$ cat config.mk
export PLATFORM = sky130hd
export DESIGN_NAME = vga_timing_generator
export DESIGN_NICKNAME = d
export VERILOG_FILES = /design/src/rtl/vga_timing_generator.sv
export SDC_FILE = /design/constraint.sdc
export NUM_CORES = 1
export LEC_CHECK = 0
export ABC_CLOCK_PERIOD_IN_PS = 4600
export BUFFER_PORTS_ARGS = -buffer_cell sky130_fd_sc_hd__buf_4
export CAP_MARGIN = 20
export CORE_UTILIZATION = 57
export CTS_BUF_LIST = sky130_fd_sc_hd__clkbuf_2
export DETAILED_ROUTE_END_ITERATION = 8
export GPL_TIMING_DRIVEN = 1
export PLACE_DENSITY = 0.95
export SLEW_MARGIN = 20
export SYNTH_ARGS = -nofsm -noshare
export SYNTH_HDL_FRONTEND = slang
export SYNTH_SLANG_ARGS = --single-unit
$ cat constraint.sdc
create_clock -name Clock -period 4.6 [get_ports Clock]
set_input_delay 0.69 -clock Clock [delete_from_list [all_inputs] [get_ports Clock]]
set_output_delay 0.69 -clock Clock [all_outputs]
set_load 0.05 [all_outputs]
$ cat src/rtl/vga_timing_generator.sv
`default_nettype none
// ============================================================================
// Module      : vga_timing_generator
// Description : Pixel-clock divider plus column/row raster counters with
//               zero-skew sync, blanking, frame-start and colour gating.
// Revision    : 1.0 - initial release
// ============================================================================
module vga_timing_generator #(
    parameter int H_VISIBLE = 640,
    parameter int H_FRONT   = 16,
    parameter int H_SYNC    = 96,
    parameter int H_BACK    = 48,
    parameter int V_VISIBLE = 480,
    parameter int V_FRONT   = 10,
    parameter int V_SYNC    = 2,
    parameter int V_BACK    = 33,
    parameter int CLK_DIV   = 2
) (
    input  logic       Clock,
    input  logic       Reset,
    input  logic [2:0] iRGB,
    output logic [9:0] oColumnCount,
    output logic [9:0] oRowCount,
    output logic       oHSync,
    output logic       oVSync,
    output logic       oVideoOn,
    output logic       oPixelTick,
    output logic       oFrameStart,
    output logic [2:0] oRGB
);

    localparam int c_H_TOTAL = H_VISIBLE + H_FRONT + H_SYNC + H_BACK;
    localparam int c_V_TOTAL = V_VISIBLE + V_FRONT + V_SYNC + V_BACK;
    localparam int c_DIV_W   = (CLK_DIV > 1) ? $clog2(CLK_DIV) : 1;

    localparam logic [c_DIV_W-1:0] c_DIV_LAST = c_DIV_W'(CLK_DIV - 1);

    // 11-bit limits so a sync window ending exactly at 1024 cannot alias to 0
    localparam logic [10:0] c_H_LAST   = 11'(c_H_TOTAL - 1);
    localparam logic [10:0] c_H_VIS    = 11'(H_VISIBLE);
    localparam logic [10:0] c_HS_START = 11'(H_VISIBLE + H_FRONT);
    localparam logic [10:0] c_HS_END   = 11'(H_VISIBLE + H_FRONT + H_SYNC);
    localparam logic [10:0] c_V_LAST   = 11'(c_V_TOTAL - 1);
    localparam logic [10:0] c_V_VIS    = 11'(V_VISIBLE);
    localparam logic [10:0] c_VS_START = 11'(V_VISIBLE + V_FRONT);
    localparam logic [10:0] c_VS_END   = 11'(V_VISIBLE + V_FRONT + V_SYNC);

    logic [c_DIV_W-1:0] r_div;
    logic               r_run;
    logic [9:0]         r_col;
    logic [9:0]         r_row;
    logic               r_frame_start;

    logic [10:0] w_col_ext;
    logic [10:0] w_row_ext;
    logic        w_div_last;
    logic        w_tick;
    logic        w_col_last;
    logic        w_row_last;
    logic        w_video_on;

    assign w_col_ext  = {1'b0, r_col};
    assign w_row_ext  = {1'b0, r_row};
    assign w_div_last = (r_div == c_DIV_LAST);
    // r_run masks the tick in the cycle right after reset, which matters when CLK_DIV is 1
    assign w_tick     = r_run & w_div_last;
    assign w_col_last = (w_col_ext == c_H_LAST);
    assign w_row_last = (w_row_ext == c_V_LAST);
    assign w_video_on = r_run & (w_col_ext < c_H_VIS) & (w_row_ext < c_V_VIS);

    always_ff @(posedge Clock) begin
        if (!Reset) begin
            r_run         <= 1'b0;
            r_div         <= '0;
            r_col         <= '0;
            r_row         <= '0;
            r_frame_start <= 1'b0;
        end else begin
            r_run         <= 1'b1;
            r_frame_start <= w_tick & w_col_last & w_row_last;
            if (r_run) begin
                r_div <= w_div_last ? '0 : r_div + c_DIV_W'(1);
            end
            if (w_tick) begin
                if (w_col_last) begin
                    r_col <= '0;
                    r_row <= w_row_last ? '0 : r_row + 10'd1;
                end else begin
                    r_col <= r_col + 10'd1;
                end
            end
        end
    end

    // Sync and blanking decode straight from the live counts, so there is no skew
    assign oColumnCount = r_col;
    assign oRowCount    = r_row;
    assign oHSync       = !((w_col_ext >= c_HS_START) && (w_col_ext < c_HS_END));
    assign oVSync       = !((w_row_ext >= c_VS_START) && (w_row_ext < c_VS_END));
    assign oVideoOn     = w_video_on;
    assign oPixelTick   = w_tick;
    assign oFrameStart  = r_frame_start;
    assign oRGB         = w_video_on ? iRGB : 3'b000;

endmodule
`default_nettype wire

==> flow_metrics.tcl, run 1 <==
set metrics [dict create \
    num_vias 1120 \
    die_height_um 46.65 \
    finish.net_count 178 \
    grt_use_met3_pct 4.314 \
    routed_via_density 5.803 \
    crit_path_cell_trace "inv_1, or4b_2, or3_1, buf_4" \
    finalHoldViolCount 0 \
    fin_crit_ns 2.739 \
    antenna_cells_inserted 0 \
    syn-num-nets 143 \
    synthFlopType "dfxtp_1" \
    finalMaxSlewViolations 0 \
    cap_violations 0 \
    synth-seq-cells 23 \
    ir_drop_mv 0.1915 \
    synth_edf_count 0 \
    critPathKind "flip-flop to output pin" \
    core_area_mm2 0.001802 \
    ios 33 \
    rsz0062_at_grt "no" \
    crit_path_max_incr_delay_ns 0.66 \
    syn_inst 134 \
    port_buffers 32 \
    row_count 15 \
    crit_arrival_ns 2.05 \
    dieArea_mm2 0.002176 \
    top_usage_layer "met2" \
    drive_gt1_share_pct 23.81 \
    grtUsageMet1_pct 29.43 \
    syn_area_mm2 0.001136 \
    dp_hpwl_um 1962 \
    h-tree-depth 1 \
    synth_most_common_cell "dfxtp_1" \
    post-route-util_pct 78.33 \
    post_cts_buffers 0 \
    first_global_vias 976 \
    first_pass_iters 6 \
    synth_top_area_share_pct 40.53 \
    status "finished, final reports clean" \
    startpoint_type "flip-flop" \
    setup_viol 0 \
    grt_pass1_wl_um 4098 \
    yosysWarnings 0 \
    cts-root-buf "clkbuf_2" \
    grt_max_degree 15 \
    cp.required_ns 3.91 \
    syn_to_final_growth_pct 24.23 \
    avgRoutedWirePerCell_um 13.58 \
    power_per_cell_area_mw_per_mm2 225.5 \
    groute.layer.met2.usage_pct 49.17 \
    cts_made_buffers 3 \
    cts_sinks 23 \
    drc 0 \
    yosys.area.top_type "dfxtp_1" \
    start_util_pct 63.06 \
    clk_pin_slew_worst_paths_ns 0.21 \
    wirelength_um 2620 \
    fin_crit_sh_pct 59.55 \
    fmax_mhz 365.0 \
    slew_headroom_pct 71.06 \
    antenna_found_initial 0 \
    cp_slowest_cell "or4b_2" \
    synth_area_leaders "dfxtp_1 41%, xnor2_1 6.9%, nor2_1 5.0%" \
    ant_nets 0 \
    tightest_slew_ns 0.4302 \
    finalClockSkew_ns 0.002374 \
    cp-end-kind "output pin" \
    clock_path_buffers 2 \
    synth_seq_area_share_pct 40.53 \
    async_reset_ff_share_pct 0 \
    cts-hold-fix-buffers 0 \
    first_iter_violations 24 \
    fill_cells 137 \
    clock_latency_ns 0.32 \
    yosys.cell_types.count 28 \
    gp_congestion 0.8308 \
    ys_top_cells_by_count "23 x dfxtp_1, 15 x nor2_1, 10 x nand2_1" \
    hold_class "input port to flip-flop" \
    cts_tree "built" \
    die-width_um 46.65 \
    overflow 0 \
    p_leak_nw 0.5295 \
    grt_use_total_pct 26.39 \
    finalSetupTns_ns 0 \
    ctsResizeCount 0 \
    avgSynthCellArea_um2 8.478 \
    worstPathMaxFanout 6 \
]
power breakdown:
| part | leakage, nW | internal, W | switching (W) | total, W |
|---|---|---|---|---|
| Sequential | 0.186 | 0.000202 | 0.00000287 | 0.000205 |
| Clock | 0.0166 | 0.0000230 | 0.0000595 | 0.0000825 |
| Combinational | 0.327 | 0.0000102 | 0.0000206 | 0.0000308 |
| Total | 0.529 | 0.000235 | 0.0000830 | 0.000318 |
cells by family after synthesis:
| logic type | synth area share, % |
|---|---|
| fa+ha+maj | 4.405 |
| flops | 40.53 |
| buf+inv | 4.405 |
| simple gates | 31.50 |
| compound gates | 9.911 |
| xor+xnor | 9.252 |
layer usage:
metal	routed length, um	vias to the layer above
li1	-	539
met1	1097	538
met2	1366	35
met3	102	8
met4	55	0
met5	0	-
critical path: cells and delay by family, from the launching register on:
| family | cells | cell delay (ns) |
|---|---|---|
| buffers and inverters | 2 | 0.28 |
| flip-flops | 1 | 0.47 |
| AND/OR/NAND/NOR | 2 | 0.98 |
through the flow:
| stage | instance area, um^2 | hold WS (ns) | power [W] | cells | worst slack (ns) |
|---|---|---|---|---|---|
| 2_1_floorplan | 1136 | 0.5059 | 0.0002286 | 134 | 1.936 |
| 3_3_place_gp | 1391 | 0.4958 | 0.0002386 | 189 | 2.293 |
| 3_5_place_dp | 1391 | 0.5061 | 0.0002396 | 189 | 2.269 |
| 4_1_cts | 1411 | 0.4881 | 0.0003169 | 193 | 1.870 |
| 5_1_grt | 1411 | 0.4548 | 0.0003271 | 193 | 1.766 |
| 6_report | 1411 | 0.4877 | 0.0003183 | 193 | 1.861 |
placed cells by master (no fill, tap or decap), types with 3 or more instances in the layout:
cell type	instances
nor2_1	15
nand2_1	10
nand3_1	5
xor2_1	3
ha_1	4
clkbuf_2	4
nor3_1	5
inv_1	9
o21ai_0	7
a21oi_1	9
buf_4	32
nand4_1	8
xnor2_1	9
dfxtp_1	23
and2_1	3
or3_1	6
registers in the layout, indices dropped and copies added, names as in the netlist:
name,flops
r_run,1
oRowCount,10
r_div,1
oFrameStart,1
oColumnCount,10
area by class of cell:
cell class	count	area (um^2)	area share, %
flip-flops and latches	23	460.4	32.62
repair buffers	32	240.2	17.02
clock buffers	4	20.02	1.418
multi-input cells	100	625.6	44.33
inverters	9	33.78	2.394
well taps	25	31.28	2.216
worst paths after layout:
kind / from / endpoint / slack (ns) / cells after the start
worst max-delay path: oRowCount[1]$_SDFFE_PN0P_ / oVSync / 1.86 / 4
worst min-delay path: Reset / r_run$_DFF_P_ / 0.49 / 1
worst max register to register: oRowCount[0]$_SDFFE_PN0P_ / oRowCount[6]$_SDFFE_PN0P_ / 2.42 / 5
worst min register to register: oColumnCount[1]$_SDFFE_PN0P_ / oColumnCount[1]$_SDFFE_PN0P_ / 0.53 / 2
(Power assumes the default switching activity.)
==> run 2, diff against run 1 <==
--- a/config.mk
+++ b/config.mk
@@ -5,14 +5,14 @@
 export SDC_FILE = /design/constraint.sdc
 export NUM_CORES = 1
 export LEC_CHECK = 0
-export ABC_CLOCK_PERIOD_IN_PS = 4600
+export ABC_CLOCK_PERIOD_IN_PS = 2800
 export BUFFER_PORTS_ARGS = -buffer_cell sky130_fd_sc_hd__buf_4
 export CAP_MARGIN = 20
-export CORE_UTILIZATION = 57
+export CORE_UTILIZATION = 53
 export CTS_BUF_LIST = sky130_fd_sc_hd__clkbuf_2
 export DETAILED_ROUTE_END_ITERATION = 8
 export GPL_TIMING_DRIVEN = 1
-export PLACE_DENSITY = 0.95
+export PLACE_DENSITY = 0.91
 export SLEW_MARGIN = 20
 export SYNTH_ARGS = -nofsm -noshare
 export SYNTH_HDL_FRONTEND = slang
==> constraint.sdc (replaced) <==
create_clock -name Clock -period 2.8 [get_ports Clock]
set_input_delay 0.42 -clock Clock [delete_from_list [all_inputs] [get_ports Clock]]
set_output_delay 0.42 -clock Clock [all_outputs]
set_load 0.05 [all_outputs]
==> run 2 against run 1 <==
Final cell count is 1.0% higher. Flip-flop and latch count did not move. Total power grew 64%. Cell area rose by 0.18%. Sequential power rose by 64%. Sequential share of layout area is 0.058 points lower. Critical path depth did not move. Clock power is 64% higher.
==> flow_metrics.tcl, run 2 (synthesis results as in run 1) <==
set metrics [dict create \
    first_iter_violations 41 \
    gp_congestion 0.8706 \
    clock_path_buffers 2 \
    fmax_mhz 403.6 \
    fin_crit_sh_pct 88.50 \
    ctsResizeCount 0 \
    cts-root-buf "clkbuf_2" \
    mostFrequentLayoutCells "32 x buf_4, 23 x dfxtp_1, 15 x nor2_1" \
    crit_family "simple AND/OR/NAND/NOR gates" \
    setup_viol 0 \
    cp.required_ns 2.38 \
    cp_slowest_cell "or4b_2" \
    grt_use_total_pct 21.11 \
    first_global_vias 918 \
    min-delay-start "Reset" \
    first_pass_iters 4 \
    antenna_found_initial 0 \
    switching_share_pct 26.04 \
    critPathKind "flip-flop to output pin" \
    avgRoutedWirePerCell_um 12.84 \
    num_vias 1112 \
    fill_cells 149 \
    slew_headroom_pct 65.61 \
    finish.net_count 178 \
    p_clk_share_pct 25.8 \
    final_common_cell "buf_4" \
    intPower_w 0.0003866 \
    row_count 16 \
    port_buffers 32 \
    die_height_um 48.30 \
    cp-startpoint "oRowCount[1]$_SDFFE_PN0P_" \
    start_util_pct 57.32 \
    clock_latency_ns 0.33 \
    cts_tree "built" \
    die-width_um 48.30 \
    rsz0062_at_grt "no" \
    finalHoldViolCount 0 \
    grt_pass1_wl_um 3981 \
    power_per_cell_area_mw_per_mm2 369.7 \
    ff_latch_area_um2 460.4 \
    finalClockSkew_ns 0.002435 \
    worstPathMaxFanout 6 \
    overflow 0 \
    drive_gt1_share_pct 23.81 \
    ir_drop_mv 0.3396 \
    worst_hold_slack_ns 0.2120 \
    post_cts_buffers 0 \
    crit_buf_inv 2 \
    syn_to_final_growth_pct 24.45 \
    status "finished, final reports clean" \
    antenna_cells_inserted 0 \
    h-tree-depth 1 \
    p_leak_nw 0.5295 \
    routed_via_density 5.703 \
    finalMaxSlewViolations 0 \
    clk_pin_slew_worst_paths_ns 0.20 \
    finalSetupTns_ns 0 \
    crit_path_cell_trace "inv_1, or4b_2, or3_1, buf_4" \
    dieArea_mm2 0.002333 \
    core_area_mm2 0.001982 \
    crit_arrival_ns 2.06 \
    startpoint_type "flip-flop" \
    r2r-start "oColumnCount[0]$_SDFFE_PN0P_" \
    cp-end-kind "output pin" \
    grt_max_degree 15 \
    ant_nets 0 \
    crit_path_max_incr_delay_ns 0.65 \
    switching_power_w 0.0001361 \
    seqPwrFrac_pct 64.4 \
    fin_crit_ns 2.478 \
    tightest_slew_ns 0.5111 \
    multi_input_area_um2 625.6 \
    wirelength_um 2503 \
    cts-hold-fix-buffers 0 \
    hold_class "input port to flip-flop" \
    dp_hpwl_um 1856 \
    drc 0 \
    cts_sinks 23 \
    combPwrFrac_pct 9.7 \
    ios 33 \
    cap_violations 0 \
    cts_made_buffers 3 \
]
## run 2: area by class of cell
type | instances | area share (%)
multi-input combinational | 100 | 44.25
tap | 27 | 2.389
inverter | 9 | 2.389
clock buffer | 4 | 1.416
timing repair buffer | 32 | 16.99
sequential | 23 | 32.57
## run 2: per-layer routing
metal | wire length [um] | GRT usage, % | part of all wire, % | up-vias
li1 | - | - | - | 546
met1 | 1089 | 26.29 | 44 | 515
met2 | 1206 | 38.03 | 48 | 47
met3 | 161 | 2.830 | 6.4 | 4
met4 | 46 | 5.882 | 1.8 | 0
met5 | 0 | 0 | 0 | -
## run 2: path summary, 6_finish.rpt
| kind | endpoint | slack, ns | cells past startpoint |
|---|---|---|---|
| max | oVSync | 0.32 | 4 |
| max reg2reg | oRowCount[9]$_SDFFE_PN0P_ | 0.65 | 5 |
| min reg2reg | oColumnCount[1]$_SDFFE_PN0P_ | 0.55 | 2 |
| min | r_run$_DFF_P_ | 0.21 | 1 |
## run 2: stage by stage
step	cells	area, um^2	utilization, %	worst slack, ns	total power [W]
after global placement	191	1394	70.33	0.7559	0.0003921
after global routing	195	1414	71.34	0.2548	0.0005366
after floorplan	134	1136	-	0.4064	0.0003756
final	195	1414	71.34	0.3220	0.0005227
after CTS	195	1414	71.34	0.3197	0.0005239
after detailed placement	191	1394	70.33	0.7090	0.0003940
## run 2: worst reg2reg max path, cell delays in order, from the launching register on
cell and delay [ns]:
dfxtp_1 0.46, ha_1 0.25, nand2_1 0.14, or4_4 0.61, or4_1 0.50, a21oi_1 0.15
## run 2: power by group through the flow
stage / registers, W / clock network (W) / logic (W)
2_1_floorplan: 0.000347 / 0 / 0.0000282
3_3_place_gp: 0.000343 / 0 / 0.0000495
3_5_place_dp: 0.000343 / 0 / 0.0000506
4_1_cts: 0.000337 / 0.000136 / 0.0000511
5_1_grt: 0.000338 / 0.000145 / 0.0000536
6_report: 0.000337 / 0.000135 / 0.0000509
